### src/rtl/fp32_div_sequencer.sv
// Sequencer around the iterative SRT FP32 divide core: operand handshake, IEEE special-case
// bypass, core init/iteration window and result capture with an output handshake.
module fp32_div_sequencer #(
    parameter int CORE_CYCLES = 14,
    parameter int CNT_W       = 5
) (
    input  logic        clk,
    input  logic        rst,
    input  logic        in_valid,
    output logic        in_ready,
    input  logic [31:0] in_a,
    input  logic [31:0] in_b,
    output logic [31:0] core_dividend,
    output logic [31:0] core_divisor,
    output logic        core_rst_n,
    input  logic [31:0] core_quotient,
    output logic        out_valid,
    input  logic        out_ready,
    output logic [31:0] out_result,
    output logic [2:0]  out_flags
);

    typedef enum logic [1:0] {
        IDLE,
        INIT,
        RUN,
        DONE
    } state_t;

    localparam logic [CNT_W-1:0] LAST_CNT = CNT_W'(CORE_CYCLES);
    localparam logic [CNT_W-1:0] MAX_CNT  = '1;
    localparam logic [31:0]      QNAN     = 32'h7FC00000;

    state_t            state_q, state_d;
    logic [CNT_W-1:0]  cnt_q, cnt_d;
    logic [31:0]       dividend_q, dividend_d;
    logic [31:0]       divisor_q, divisor_d;
    logic [31:0]       result_q, result_d;
    logic [2:0]        flags_q, flags_d;

    logic        aNan, bNan, aInf, bInf, aZero, bZero, aSnan, bSnan;
    logic        sign;
    logic        special;
    logic [31:0] aFlush, bFlush;
    logic [31:0] specResult;
    logic [2:0]  specFlags;

    // Denormals are treated as zero of the same sign everywhere downstream.
    always_comb begin
        aNan   = (&in_a[30:23]) && (|in_a[22:0]);
        bNan   = (&in_b[30:23]) && (|in_b[22:0]);
        aInf   = (&in_a[30:23]) && !(|in_a[22:0]);
        bInf   = (&in_b[30:23]) && !(|in_b[22:0]);
        aZero  = (in_a[30:23] == 8'h00);
        bZero  = (in_b[30:23] == 8'h00);
        aSnan  = aNan && !in_a[22];
        bSnan  = bNan && !in_b[22];
        sign   = in_a[31] ^ in_b[31];
        aFlush = aZero ? {in_a[31], 31'b0} : in_a;
        bFlush = bZero ? {in_b[31], 31'b0} : in_b;
        special = aNan || bNan || aInf || bInf || aZero || bZero;
    end

    // Flags are {invalid, div_by_zero, bypass}; branches follow IEEE priority.
    always_comb begin
        specResult = {sign, 31'b0};
        specFlags  = 3'b001;
        if (aNan || bNan) begin
            specResult = QNAN;
            specFlags  = {aSnan || bSnan, 2'b01};
        end else if ((aZero && bZero) || (aInf && bInf)) begin
            specResult = QNAN;
            specFlags  = 3'b101;
        end else if (aInf) begin
            specResult = {sign, 8'hFF, 23'b0};
            specFlags  = 3'b001;
        end else if (bZero) begin
            specResult = {sign, 8'hFF, 23'b0};
            specFlags  = 3'b011;
        end else begin
            specResult = {sign, 31'b0};
            specFlags  = 3'b001;
        end
    end

    always_comb begin
        state_d    = state_q;
        cnt_d      = cnt_q;
        dividend_d = dividend_q;
        divisor_d  = divisor_q;
        result_d   = result_q;
        flags_d    = flags_q;
        case (state_q)
            IDLE: begin
                if (in_valid) begin
                    if (special) begin
                        result_d = specResult;
                        flags_d  = specFlags;
                        state_d  = DONE;
                    end else begin
                        dividend_d = aFlush;
                        divisor_d  = bFlush;
                        state_d    = INIT;
                    end
                end
            end
            INIT: begin
                cnt_d   = '0;
                state_d = RUN;
            end
            RUN: begin
                // The counter tracks the core's own iteration count, so it saturates rather than wraps.
                if (cnt_q != MAX_CNT) begin
                    cnt_d = cnt_q + 1'b1;
                end
                if (cnt_q == LAST_CNT) begin
                    result_d = core_quotient;
                    flags_d  = 3'b000;
                    state_d  = DONE;
                end
            end
            DONE: begin
                if (out_ready) begin
                    state_d = IDLE;
                end
            end
            default: state_d = IDLE;
        endcase
    end

    always_ff @(posedge clk or posedge rst) begin
        if (rst) begin
            state_q    <= IDLE;
            cnt_q      <= '0;
            dividend_q <= '0;
            divisor_q  <= '0;
            result_q   <= '0;
            flags_q    <= '0;
        end else begin
            state_q    <= state_d;
            cnt_q      <= cnt_d;
            dividend_q <= dividend_d;
            divisor_q  <= divisor_d;
            result_q   <= result_d;
            flags_q    <= flags_d;
        end
    end

    // The core is held in init only for the INIT cycle and during our own reset.
    assign core_rst_n    = !rst && (state_q != INIT);
    assign in_ready      = (state_q == IDLE);
    assign out_valid     = (state_q == DONE);
    assign core_dividend = dividend_q;
    assign core_divisor  = divisor_q;
    assign out_result    = result_q;
    assign out_flags     = flags_q;

endmodule

### config.mk
export PLATFORM = sky130hd
export DESIGN_NAME = fp32_div_sequencer
export DESIGN_NICKNAME = d
export VERILOG_FILES = /design/src/rtl/fp32_div_sequencer.sv
export SDC_FILE = /design/constraint.sdc
export NUM_CORES = 1
export LEC_CHECK = 0
export CORE_ASPECT_RATIO = 0.5
export CORE_MARGIN = 2
export CORE_UTILIZATION = 43
export CTS_CLUSTER_SIZE = 14
export DETAILED_ROUTE_END_ITERATION = 8
export PLACE_DENSITY = 0.9
export RECOVER_POWER = 25
export SYNTH_ARGS = -nofsm -noshare
export SYNTH_HDL_FRONTEND = slang
export SYNTH_SLANG_ARGS = --single-unit
### constraint.sdc
create_clock -name clk -period 4.3 [get_ports clk]
set_clock_uncertainty 0.1 [all_clocks]
set_input_delay 0.86 -clock clk [delete_from_list [all_inputs] [get_ports clk]]
set_output_delay 0.86 -clock clk [all_outputs]
set_load 0.01 [all_outputs]
==> results of run 1 <==
## cell usage in the layout (no fill, tap or decap), types with 5 or more instances in the layout
cell type,netlist,routed
inv_1,52,51
ha_1,7,7
clkbuf_16,0,9
buf_4,0,6
a21oi_1,12,12
nor4_1,14,14
dfrtp_1,106,106
o21ai_0,78,78
nand4_1,53,53
clkdlybuf4s50_1,0,199
mux2_4,14,14
mux2_2,5,5
nor2_1,7,7
a2bb2oi_1,9,9
nand2_1,59,59
## metrics by stage
stage / worst slack (ns) / instances / cell area, um2 / hold slack, ns / total power [mW]
floorplan: 0.551 / 487 / 4850 / 0.395 / 2.87
global placement: 0.856 / 808 / 6980 / 0.361 / 4.05
detailed placement: 0.716 / 808 / 6980 / 0.371 / 4.14
CTS: 1.08 / 823 / 7280 / 0.388 / 5.03
global route: 0.961 / 823 / 7280 / 0.406 / 5.32
finish: 1.06 / 823 / 7280 / 0.382 / 5.01
## worst max-delay path, cell delays in order
cell,delay [ns]
clkdlybuf4s50_1,0.52
nor4_1,0.10
and2_2,0.26
nor4_4,0.25
and2_2,0.43
buf_4,0.53
mux2_2,0.40
## layer usage
layer,vias to the layer above,track usage
li1,2095,-
met1,2167,0.310
met2,194,0.425
met3,43,0.0540
met4,0,0.0888
met5,-,0
## flip-flops by register name (all words and copies together), names as in the netlist
signal and count:
core_dividend 32, core_divisor 32, out_result 32, cnt_q 5, out_flags 3, state_q 2
## power groups by stage
stage / combinational (mW) / sequential (mW) / clock (mW)
2_1_floorplan: 0.986 / 1.89 / 0
3_3_place_gp: 2.35 / 1.70 / 0
3_5_place_dp: 2.43 / 1.72 / 0
4_1_cts: 2.44 / 1.71 / 0.883
5_1_grt: 2.63 / 1.77 / 0.922
6_report: 2.43 / 1.71 / 0.869
## worst paths after layout
kind / depth (start not counted) / from / endpoint / slack, ns
min reg2reg: 2 / out_flags[0] / out_flags[0] / 0.38
max reg2reg: 9 / state_q[0] / out_result[30] / 1.48
max in group asynchronous: 3 / rst / out_result[29] / 2.34
min in group asynchronous: 2 / rst / core_dividend[29] / 1.06
max: 7 / in_a[23] / core_divisor[31] / 1.06
min: 2 / out_flags[0] / out_flags[0] / 0.38
## layout make-up
| type | count | share of cell area |
|---|---|---|
| Clock buffer | 10 | 0.0314 |
| Clock inverter | 5 | 0.0108 |
| Inverter | 52 | 0.0271 |
| Multi-Input combinational cell | 297 | 0.257 |
| Sequential cell | 106 | 0.364 |
| Tap cell | 145 | 0.0249 |
| Timing Repair Buffer | 208 | 0.284 |
## cell families (layout without fill, tap and decap cells)
group | count (synthesis) | after routing | synth area share
flip-flops | 106 | 106 | 0.547
adder cells (fa/ha/maj) | 7 | 7 | 0.0180
buffers and inverters | 84 | 275 | 0.0701
multiplexers | 19 | 19 | 0.0549
XOR/XNOR | 2 | 2 | 0.00361
AO/OA/AOI/OAI | 114 | 114 | 0.135
AND/OR/NAND/NOR | 155 | 155 | 0.171
==> impl_results.md, run 1 <==
- DRT iter0 DRCs: 320
- GR Util All Layers: 0.246
- Multi-input gate area: 1870 um2
- Crit Path Class: in2reg
- Reg clk slew, reported paths: around 0.070 ns
- H-Tree Depth: 3
- Routed WL: ~15000 um
- Gpl congestion: around 0.87
- Synth cell types: 41
- Fin. max-slew vios: 0
- Vias: approximately 4500
- Post-CTS sizing: 0
- Post-Route Setup TNS: 0 ns
- Total grt overflow: 0
- Leakage: ~3.1 nW
- Clock buffer depth: 2
- Outcome: completed
- CORE AREA: 11000 um2
- Hold_buf cts: 0
- NetSw: about 1.8 mW
- HP Class: reg2reg
- Unrepaired setup endpoints after global routing: no
- Synth Cell Area: 4850 um2
- Number of flops mapped to enable cells by yosys: 0
- Nets@finish: slightly below 800
- Final period utilization: 0.753
- Total CTS buffers: 9
- Top Layer Used: met4
- Setup Fix Bufs, Post-CTS: 0
- Layout cells sized above 1: 0.0723
- I/O pin cnt: just over 200
- Worst Path Required: ~4.4 ns
- Ant diodes: 0
- Fillers: 813
- Peak VDD IR: between 300 and 400 uV
- Startpoint types: primary input
- Internal power: 3.21 mW
- TritonCTS clock tree: yes
- Residual DRC: 0
- Seq/Total Area, Yosys: 0.547
- Largest net degree at the start of global routing: 68
- Cell Rows: 27
- Ys async rst share: 1.00
- FF+latch area: approximately 2700 um2
- Post-synth top area share: 0.547
- Area contributors post-synth: dfrtp_1 55%, o21ai_0 8.0%, nand4_1 6.8%, nand2_1 4.6%, mux2_4 4.3%
- First-pass GRT wire length: between 20000 and 25000 um
- Vias in the first global route: 4526
- Met3 WL: slightly below 800 um
- Main synth FF type: dfrtp_1
- Metal2 WL: 7260 um
- Gate power share: 0.485
- Worst relative slew slack: 0.439
- Area of the die: approximately 12000 um2
- Syn nets: between 500 and 600
- Initial antenna violation count: 0
- Count leader, synth: dfrtp_1
- Final setup vio count: 0
- Post-Route M1 WL: 6150 um
- Clock power share: 0.173
- Root Driver: clkbuf_16
- #FFs+latches synth: about 110
- Net Sw Frac: 0.359
- Die span in y: approximately 79 um
- Chip Width: ~150 um
- Clock Sinks: ~110
- Cells after synthesis: a little under 500
- Ys Warns: 0
- Worst setup EP type: flip-flop
- IO buf count: about 200
- Worst-Skew Late Latency: between 0.3 and 0.4 ns
- Post-DRT Antenna Nets: 0
- Initial Util: 0.442
- Drt wl/cell: 17.8 um
- Detailed Place HPWL: between 10000 and 15000 um
- PwrDens: roughly 690 nW/um2
- Fmax: about 300 MHz
- Crit path time final: 3.24 ns
- Top cells by count, synth: 106 x dfrtp_1, 78 x o21ai_0, 59 x nand2_1
- Final core utilization: 0.663
- Crit Path Max Fanout: 53
- Final hold viol count: 0
- Cell taking the most area after synthesis: dfrtp_1
- Sequential Power Share: 0.342
- Worst Path Arrival: about 3.4 ns
- Pre-antenna DRT Iters: 5
- Syn Area/Cell: about 10 um2
- Vias per cell: between 5 and 6
- Slew @ Worst Pin: approximately 0.84 ns
- Synth-to-Final Area Change: 50.1%
- Max-cap violations: 0
(Power assumes the default switching activity.)
==> inputs of run 2 (changes only) <==
- clock period: 4.3 -> 3 ns (I/O delays scaled with it)
==> run 2 against run 1 <==
Effect of this change: setup slack worse by 0.71 ns; flip-flop and latch count did not move; sequential share of layout area shrank 0.29 points; global-route usage is 0.54 points lower; die area unchanged; cell area rose by 0.79%; via count is 0.29% lower; critical path depth unchanged; routed wire length decreased by 1.7%; non-clock buffer count up 5; first-iteration DRC count is 25% higher; critical endpoint is now core_dividend[27].
==> impl_results.md, run 2 (same netlist as run 1, synthesis figures left out) <==
- Nets@finish: 786 (+0.64%)
- Layout cells sized above 1: 0.0804 (+0.00814)
- HP Class: reg2reg
- Fmax: approximately 380 MHz
- Post-Route Setup TNS: 0 ns (unchanged)
- Most frequent CP cell: and2_2
- Drt wl/cell: 17.4 um (-2.4%)
- Initial Util: 0.442 (unchanged)
- Max-cap violations: 0 (unchanged)
- CP cell instances: clkdlybuf4s50_1 > nor4_1 > and2_2 > nor4_4 > and2_2 > buf_12 > mux2_4
- Power, Total: 7.13 mW (+42%)
- Commonest cells after routing, fill and taps aside: 200 x clkdlybuf4s50_1, 106 x dfrtp_1, 78 x o21ai_0, 59 x nand2_1, 53 x nand4_1
- Leakage: 3.07 nW (+0.57%)
- Slew @ Worst Pin: 1.42 ns (+0.584 ns)
- Clock buffer depth: 2 (unchanged)
- Ant diodes: 0 (unchanged)
- Worst Path Required: 3.12 ns (-1.31 ns)
- Gpl congestion: 0.819 (-6.2%)
- Post-CTS sizing: 0 (unchanged)
- CP max stage delay: 0.51 ns (-0.02 ns)
- Fin. max-slew vios: 0 (unchanged)
- Startpoint types: primary input
- GR Util All Layers: 0.241 (-0.00542)
- Post-DP Area: 7060 um2 (+1.2%)
- Unrepaired setup endpoints after global routing: no
- Worst relative slew slack: 0.0501 (-0.389)
- H-Tree Depth: 3 (unchanged)
- Crit Path Class: in2reg
- Final setup vio count: 0 (unchanged)
- Chip Width: 154 um (unchanged)
- Routed WL: 14400 um (-1.7%)
- Final Cell Area: 7340 um2 (+0.79%)
- Hold_buf cts: 0 (unchanged)
- Worst setup EP type: flip-flop
- DRT iter0 DRCs: 400 (+25%)
- Outcome: completed
- Slowest CP cell: nor4_1
- Setup Fix Bufs, Post-CTS: 0 (unchanged)
- Crit Path Max Fanout: 42 (-21%)
- Vias: 4486 (-0.29%)
- Cell Rows: 27 (unchanged)
- Worst-Skew Late Latency: 0.34 ns (about the same)
- Pre-antenna DRT Iters: 5 (unchanged)
- Total CTS buffers: 9 (unchanged)
- Final period utilization: 0.883
- Initial antenna violation count: 0 (unchanged)
- Largest net degree at the start of global routing: 107 (+57%)
- Post-DRT Antenna Nets: 0 (unchanged)
- Worst Path Arrival: 2.77 ns (-0.60 ns)
- Vias in the first global route: 4540 (+0.31%)
- Clock Sinks: 106 (unchanged)
- Reg clk slew, reported paths: 0.07 ns (about the same)
- TritonCTS clock tree: yes
- Crit path time final: 2.65 ns
- Detailed Place HPWL: 10100 um (-2.5%)
- Root Driver: clkbuf_16
- Peak VDD IR: 450 uV (+47%)
- Die span in y: 79.1 um (unchanged)
- Total grt overflow: 0 (unchanged)
- IO buf count: 201 (unchanged)
- First-pass GRT wire length: 23400 um (-0.96%)
- Synth-to-Final Area Change: 51.3%
- I/O pin cnt: 202 (unchanged)
- Residual DRC: 0 (unchanged)
- Area of the die: 12200 um2 (unchanged)
- PwrDens: 971 nW/um2 (+41%)
- Final hold viol count: 0 (unchanged)
- Most common cell after layout, fill and taps aside: clkdlybuf4s50_1
- Vias per cell: 5.41 (-1.0%)
- Fillers: 794 (-2.3%)
- CORE AREA: 11000 um2 (unchanged)
## run 2: changes by cell type in the layout (fill, tap and decap cells not counted), sizes merged
cell / previous run / this run
buf: 8 / 11
bufinv: 2 / 1
clkbuf: 10 / 11
clkdlybuf4s50: 199 / 200
clkinv: 2 / 3
clkinvlp: 0 / 2
inv: 53 / 52
## run 2: final timing paths
kind                                    from                 to  slack, ns  cells after the start
worst max-delay path                in_a[23]  core_dividend[27]       0.35                      7
worst min-delay path            out_flags[0]       out_flags[0]       0.38                      2
worst max register to register    state_q[0]   core_divisor[29]       0.58                      7
worst min register to register  out_flags[0]       out_flags[0]       0.38                      2
max in group asynchronous                rst      out_result[3]       0.73                      3
min in group asynchronous                rst  core_dividend[28]       1.20                      3
## run 2: metal layers
metal | share of wire | global-route usage | routed length (um) | up-vias
met3 | 0.049 | 0.0464 | 706 | 37
met4 | 0.033 | 0.0869 | 470 | 0
li1 | - | - | - | 2100
met5 | 0 | 0 | 0 | -
met1 | 0.42 | 0.301 | 6000 | 2178
met2 | 0.50 | 0.422 | 7260 | 171
## run 2: where the power goes
group | leakage, nW | internal [mW] | switching (mW)
Combinational | 1.60 | 1.86 | 1.64
Clock | 0.143 | 0.649 | 0.519
Sequential | 1.33 | 2.07 | 0.383
## run 2: area by class of cell
type                       instances  area, um2  share of cell area
multi-input combinational        297       1880               0.255
inverter                          52        199              0.0271
sequential                       106       2650               0.361
clock inverter                     6       65.1             0.00886
clock buffer                      10        229              0.0312
tap                              145        181              0.0247
timing repair buffer             213       2140               0.291
## run 2: worst max-delay path: cells and delay by family
kind                   cells  cell delay (ns)
and+or+nand+nor            4             1.18
muxes                      1             0.32
buffers and inverters      2             0.64
## run 2: stage by stage
stage	setup slack, ns	hold slack [ns]	utilization	std cells
2_1_floorplan	0.836	0.395	-	487
3_3_place_gp	0.110	0.362	0.643	813
3_5_place_dp	0.0341	0.370	0.643	813
4_1_cts	0.365	0.385	0.670	829
5_1_grt	0.319	0.406	0.669	829
6_report	0.350	0.379	0.669	829
==> RTL edit 1: new RTL, settings of run 1 <==
The parameter `CNT_W` goes from 5 to 6.
--- a/src/rtl/fp32_div_sequencer.sv
+++ b/src/rtl/fp32_div_sequencer.sv
@@ -2,7 +2,7 @@
 // bypass, core init/iteration window and result capture with an output handshake.
 module fp32_div_sequencer #(
     parameter int CORE_CYCLES = 14,
-    parameter int CNT_W       = 5
+    parameter int CNT_W       = 6
 ) (
     input  logic        clk,
     input  logic        rst,
Formal check against the unedited RTL: same outputs for any inputs over 4 cycles, from zero or initial values and one cycle with rst high; that may be too few to reach the edited logic, so the function may still have changed.
==> RTL edit 1 against run 1 <==
The flow now finishes with violations (max-capacitance violations, max-slew violations). Area after synthesis fell by 1.5%. Cell count rose by 1.7%. Via count fell by 5.2%. Sequential cell count rose by 1. Sequential power barely moved. Worst setup slack improved by 220 ps. Power fell by 4.2%. Register-to-register slack improved by 70 ps. Final area fell by 0.89%. Hold slack got worse by 1.3 ps. Wire length fell by 9.7%. Die area fell by 1.4%. Critical path type unchanged. Critical endpoint is now out_result[28].
==> RTL edit 1: results (changes against run 1) <==
Yosys
  • Largest cells by area after synthesis: dfrtp_1 56%, nand2_1 12%, o21ai_0 6.3% (was dfrtp_1 55%, o21ai_0 8.0%, nand4_1 6.8%)
  • FFs w/ async S/R, synth: 100% (unchanged)
  • Most instantiated cells after synthesis: 158 x nand2_1, 107 x dfrtp_1, 60 x o21ai_0, 24 x o21ai_1, 18 x mux2_4 (was 106 x dfrtp_1, 78 x o21ai_0, 59 x nand2_1, 53 x nand4_1, 52 x inv_1)
  • Post-synthesis area per instance: 9.66 um^2 (was 9.97 um^2)
  • Syn. warnings: 0 (unchanged)
  • Yosys cell types: 38 (was 41)
  • Post-synthesis sequential area ratio: 56.0% (was 54.7%)
  • Syn_nets: 601 (was 594)

Status
  • Outcome: finished, violations left (was complete, no violations)
  • Failing checks: max-capacitance violations, max-slew violations

Setup path
  • Crit-path max FO: 33 (was 53)
  • CP arrival: 3170 ps (was 3370 ps)

CTS
  • Worst-Skew Late Latency: 340 ps (about the same)
  • Clock slew at reported path FFs: 70 ps (about the same)
  • # resized after CTS: 0 (unchanged)
  • Root buffer cell: clkbuf_16 (unchanged)
  • Total CTS buffers: 9 (unchanged)
  • Clk buf depth: 2 (unchanged)

Run
  • Maxcap violations: 1 (was 0)

Place
  • DP Cell Count: 821 (was 808)
  • Post-DP Area: 6900 um^2 (was 6980 um^2)
  • Gp weighted congestion: 0.853 (was 0.873)
  • DPL Wire Length: 9790 um (was 10400 um)
  • Port Buf Inserts: 201 (unchanged)
  • Dpl ws: 973 ps (was 716 ps)

Route
  • DRC: 0 (unchanged)
  • Initial drt markers: 245 (was 320)
  • Vias per cell: 5.09 (was 5.47)
  • DR pass1 iterations: 4 (was 5)
  • Avg WL per Cell: 15.8 um (was 17.8 um)

Timing
  • Max-slew headroom: -61.3% (was 43.9%)
  • Final Max Slew Viols: 56 (was 0)

Power and ir drop
  • Worst vdd ir: 0.263 mV (was 0.307 mV)
  • LEAKAGE: 3.17 nW (was 3.05 nW)

GRT
  • First-pass GRT wire length: 21200 um (was 23700 um)
  • Largest net degree at the start of global routing: 56 (was 68)
  • Total GRT Usage: 22.2% (was 24.6%)
  • Number of global-route vias before repair: 4263 (was 4526)

Cells and area
  • Layout cells sized above 1: 8.09% (was 7.23%)
  • Layout Nets: 793 (was 781)
  • Post-Layout Cell Count: 837 (was 823)

Worst hold path
  • Min-delay worst type: flop to flop (unchanged)
## RTL edit 1: final cells by class
class | instances | area, um^2
Multi-Input combinational cell | 348 | 1910
Inverter | 11 | 42.5
Timing Repair Buffer | 210 | 2080
Fill cell | 847 | 3690
Sequential cell | 107 | 2680
Tap cell | 145 | 181
Clock inverter | 3 | 43.8
Clock buffer | 13 | 280
## RTL edit 1: cells by family (layout without fill, tap and decap cells)
| family | Yosys count | after routing | synth area share (%) |
|---|---|---|---|
| buffers and inverters | 40 | 237 | 4.14 |
| DFF | 107 | 107 | 56.0 |
| adders and majority gates | 6 | 6 | 1.57 |
| and+or+nand+nor | 210 | 210 | 19.4 |
| muxes | 19 | 19 | 5.89 |
| AOI/OAI and AO/OA | 109 | 109 | 12.3 |
| xor gates and xnor gates | 4 | 4 | 0.733 |
## RTL edit 1: path summary, 6_finish.rpt
path	endpoint	start	depth (start not counted)	slack, ps
hold reg to reg	out_result[30]	out_result[30]	2	380
max in group asynchronous	core_divisor[5]	rst	3	1290
setup / recovery	out_result[28]	in_b[23]	8	1280
min in group asynchronous	core_divisor[27]	rst	2	1540
setup reg to reg	out_result[28]	state_q[0]	9	1550
hold / removal	out_result[30]	out_result[30]	2	380
## RTL edit 1: worst max-delay path, stage by stage
cell	delay, ps
clkdlybuf4s50_1	530
nor4_2	90
and2_4	180
nor4_4	400
a21o_2	560
buf_4	350
nand2_1	90
o21ai_0	90
## RTL edit 1: routing by layer
metal	up-vias	track usage (%)	share of wire (%)
li1	2054	-	-
met1	2038	25.8	40
met2	130	39.5	52
met3	41	4.86	4.1
met4	0	10.7	3.9
met5	-	0	0
## RTL edit 1: where the power goes
| part | switching, mW | internal (mW) |
|---|---|---|
| Sequential | 0.261 | 1.45 |
| Clock | 0.366 | 0.516 |
| Combinational | 1.01 | 1.19 |
==> RTL edit 2: new RTL, config.mk and constraints of run 1 <==
Without the edit above. Take the reset off `result_q` and load it in a clocked block of its own.
--- a/src/rtl/fp32_div_sequencer.sv
+++ b/src/rtl/fp32_div_sequencer.sv
@@ -134,16 +134,18 @@
             cnt_q      <= '0;
             dividend_q <= '0;
             divisor_q  <= '0;
-            result_q   <= '0;
             flags_q    <= '0;
         end else begin
             state_q    <= state_d;
             cnt_q      <= cnt_d;
             dividend_q <= dividend_d;
             divisor_q  <= divisor_d;
-            result_q   <= result_d;
             flags_q    <= flags_d;
         end
+    end
+
+    always_ff @(posedge clk) begin
+        result_q <= result_d;
     end
 
     // The core is held in init only for the INIT cycle and during our own reset.
Behaviour: not the same (Yosys sat finds a counterexample within 4 cycles, from zero or initial values and one cycle with rst high).
==> RTL edit 2 against run 1 <==
The flow now finishes with violations (max-capacitance violations, max-slew violations). Area after synthesis is 2.7% lower. Hold slack better by 7.2 ps. Cell count is 8.0% lower. Sequential cell count stayed put. Final area down 1.4%. Worst setup slack better by 15 ps. Power fell by 2.5%. Wire length down 4.4%.
==> RTL edit 2: results (changes against run 1) <==
Status
  • Outcome: finished, violations left (was complete, no violations)
  • Failing checks: max-capacitance violations, max-slew violations

Setup path
  • Reg2reg end: core_divisor[25] (was out_result[30])
  • Worst r2r src: state_q[0] (unchanged)
  • CP arrival: 3130 ps (was 3370 ps)
  • Worst R2R Setup Slack: 1600 ps (was 1480 ps)
  • Crit path launch: in_a[25] (was in_a[23])
  • Crit-path max FO: 29 (was 53)
  • CP Capture Point: out_result[25] (was core_divisor[31])
  • Worst Reg-to-Reg Cells: 7 (was 9)

Yosys
  • FFs w/ async S/R, synth: 69.8% (was 100%)
  • Number of synthesized flops with an enable pin: 32 (was 0)
  • Yosys cell types: 45 (was 41)
  • Most instantiated cells after synthesis: 74 x dfrtp_1, 54 x inv_1, 52 x nand4_1, 51 x o21ai_1, 32 x edfxtp_1 (was 106 x dfrtp_1, 78 x o21ai_0, 59 x nand2_1, 53 x nand4_1, 52 x inv_1)
  • Syn_nets: 523 (was 594)
  • Post-synthesis sequential area ratio: 59.5% (was 54.7%)
  • Largest cells by area after synthesis: dfrtp_1 39%, edfxtp_1 20%, nand4_1 6.9% (was dfrtp_1 55%, o21ai_0 8.0%, nand4_1 6.8%)

GRT
  • Met3 Track Usage GR: 5.96% (was 5.40%)
  • First-pass GRT wire length: 21700 um (was 23700 um)
  • Met1 Usage GRT: 28.0% (was 31.0%)
  • Total GRT Usage: 23.4% (was 24.6%)
  • Met2 Usage GRT: 40.0% (was 42.5%)

Route
  • Met1 Wirelength: 5600 um (was 6150 um)
  • Initial drt markers: 342 (was 320)
  • Met2 wire len: 7010 um (was 7260 um)
  • Vias per cell: 5.39 (was 5.47)

Timing
  • Final Max Slew Viols: 55 (was 0)
  • Max-slew headroom: -38.3% (was 43.9%)
  • Final period utilization: 75.0% (was 75.3%)

Place
  • Dpl ws: 736 ps (was 716 ps)
  • Gp weighted congestion: 0.878 (was 0.873)
  • Post-DP Area: 6880 um^2 (was 6980 um^2)
  • DPL Wire Length: 10200 um (was 10400 um)

CTS
  • H-tree levels: 3 (unchanged)
  • # resized after CTS: 0 (unchanged)

Cells and area
  • Fill cells: 708 (was 813)
  • Layout Nets: 719 (was 781)
  • Layout cells sized above 1: 7.29% (was 7.23%)

Power and ir drop
  • Switch Pwr: 1.66 mW (was 1.80 mW)
  • Worst vdd ir: 0.309 mV (was 0.307 mV)
  • LEAKAGE: 2.99 nW (was 3.05 nW)

Worst hold path
  • Hold Path End: core_divisor[27] (was out_flags[0])
  • Cell count of the worst hold path: 1 (was 2)
  • Hold wc startpoint: core_divisor[27] (was out_flags[0])

Run
  • Maxcap violations: 1 (was 0)
## RTL edit 2: changes by cell type after synthesis, sizes merged, moves of 9 or more
cell	before	now
nand2	59	9
and2	3	23
a2bb2oi	9	0
a21oi	12	3
edfxtp	0	32
dfrtp	106	74
clkbuf	27	16
o21ai	79	54
## RTL edit 2: logic make-up (layout without fill, tap and decap cells)
family	after synthesis	in the layout	share of synthesized area [%]
buffers and inverters	80	281	6.94
muxes	21	21	6.09
DFF	106	106	59.5
AOI/OAI and AO/OA	77	77	9.32
and+or+nand+nor	122	122	15.7
xor gates and xnor gates	3	3	0.556
adders and majority gates	7	7	1.85
## RTL edit 2: cell type report
class | count | share of cell area [%]
inverters | 54 | 2.82
clock inverters | 4 | 0.697
well taps | 140 | 2.44
repair buffers | 211 | 29.0
multi-input cells | 230 | 22.3
flip-flops and latches | 106 | 39.2
clock buffers | 12 | 3.57
## RTL edit 2: worst max-delay path, stage by stage
cell and delay [ps]:
clkdlybuf4s50_1 470, or4_1 550, o21ai_1 240, nor4b_4 90, buf_4 250, nor2_4 270, buf_4 380
## RTL edit 2: power groups by stage
| stage | Clock [mW] | Sequential [mW] | Combinational [mW] |
|---|---|---|---|
| final | 0.841 | 1.80 | 2.24 |
| after global placement | 0 | 1.80 | 2.21 |
| after CTS | 0.856 | 1.80 | 2.29 |
| after floorplan | 0 | 2.00 | 0.834 |
| after detailed placement | 0 | 1.81 | 2.27 |
| after global routing | 0.891 | 1.85 | 2.40 |
## RTL edit 2: through the flow
step | std cells | utilization [%] | hold WS [ps]
after floorplan | 416 | - | 385
after global placement | 741 | 65.9 | 373
after detailed placement | 741 | 65.9 | 378
after CTS | 757 | 68.8 | 394
after global routing | 757 | 68.8 | 408
final | 757 | 68.8 | 389
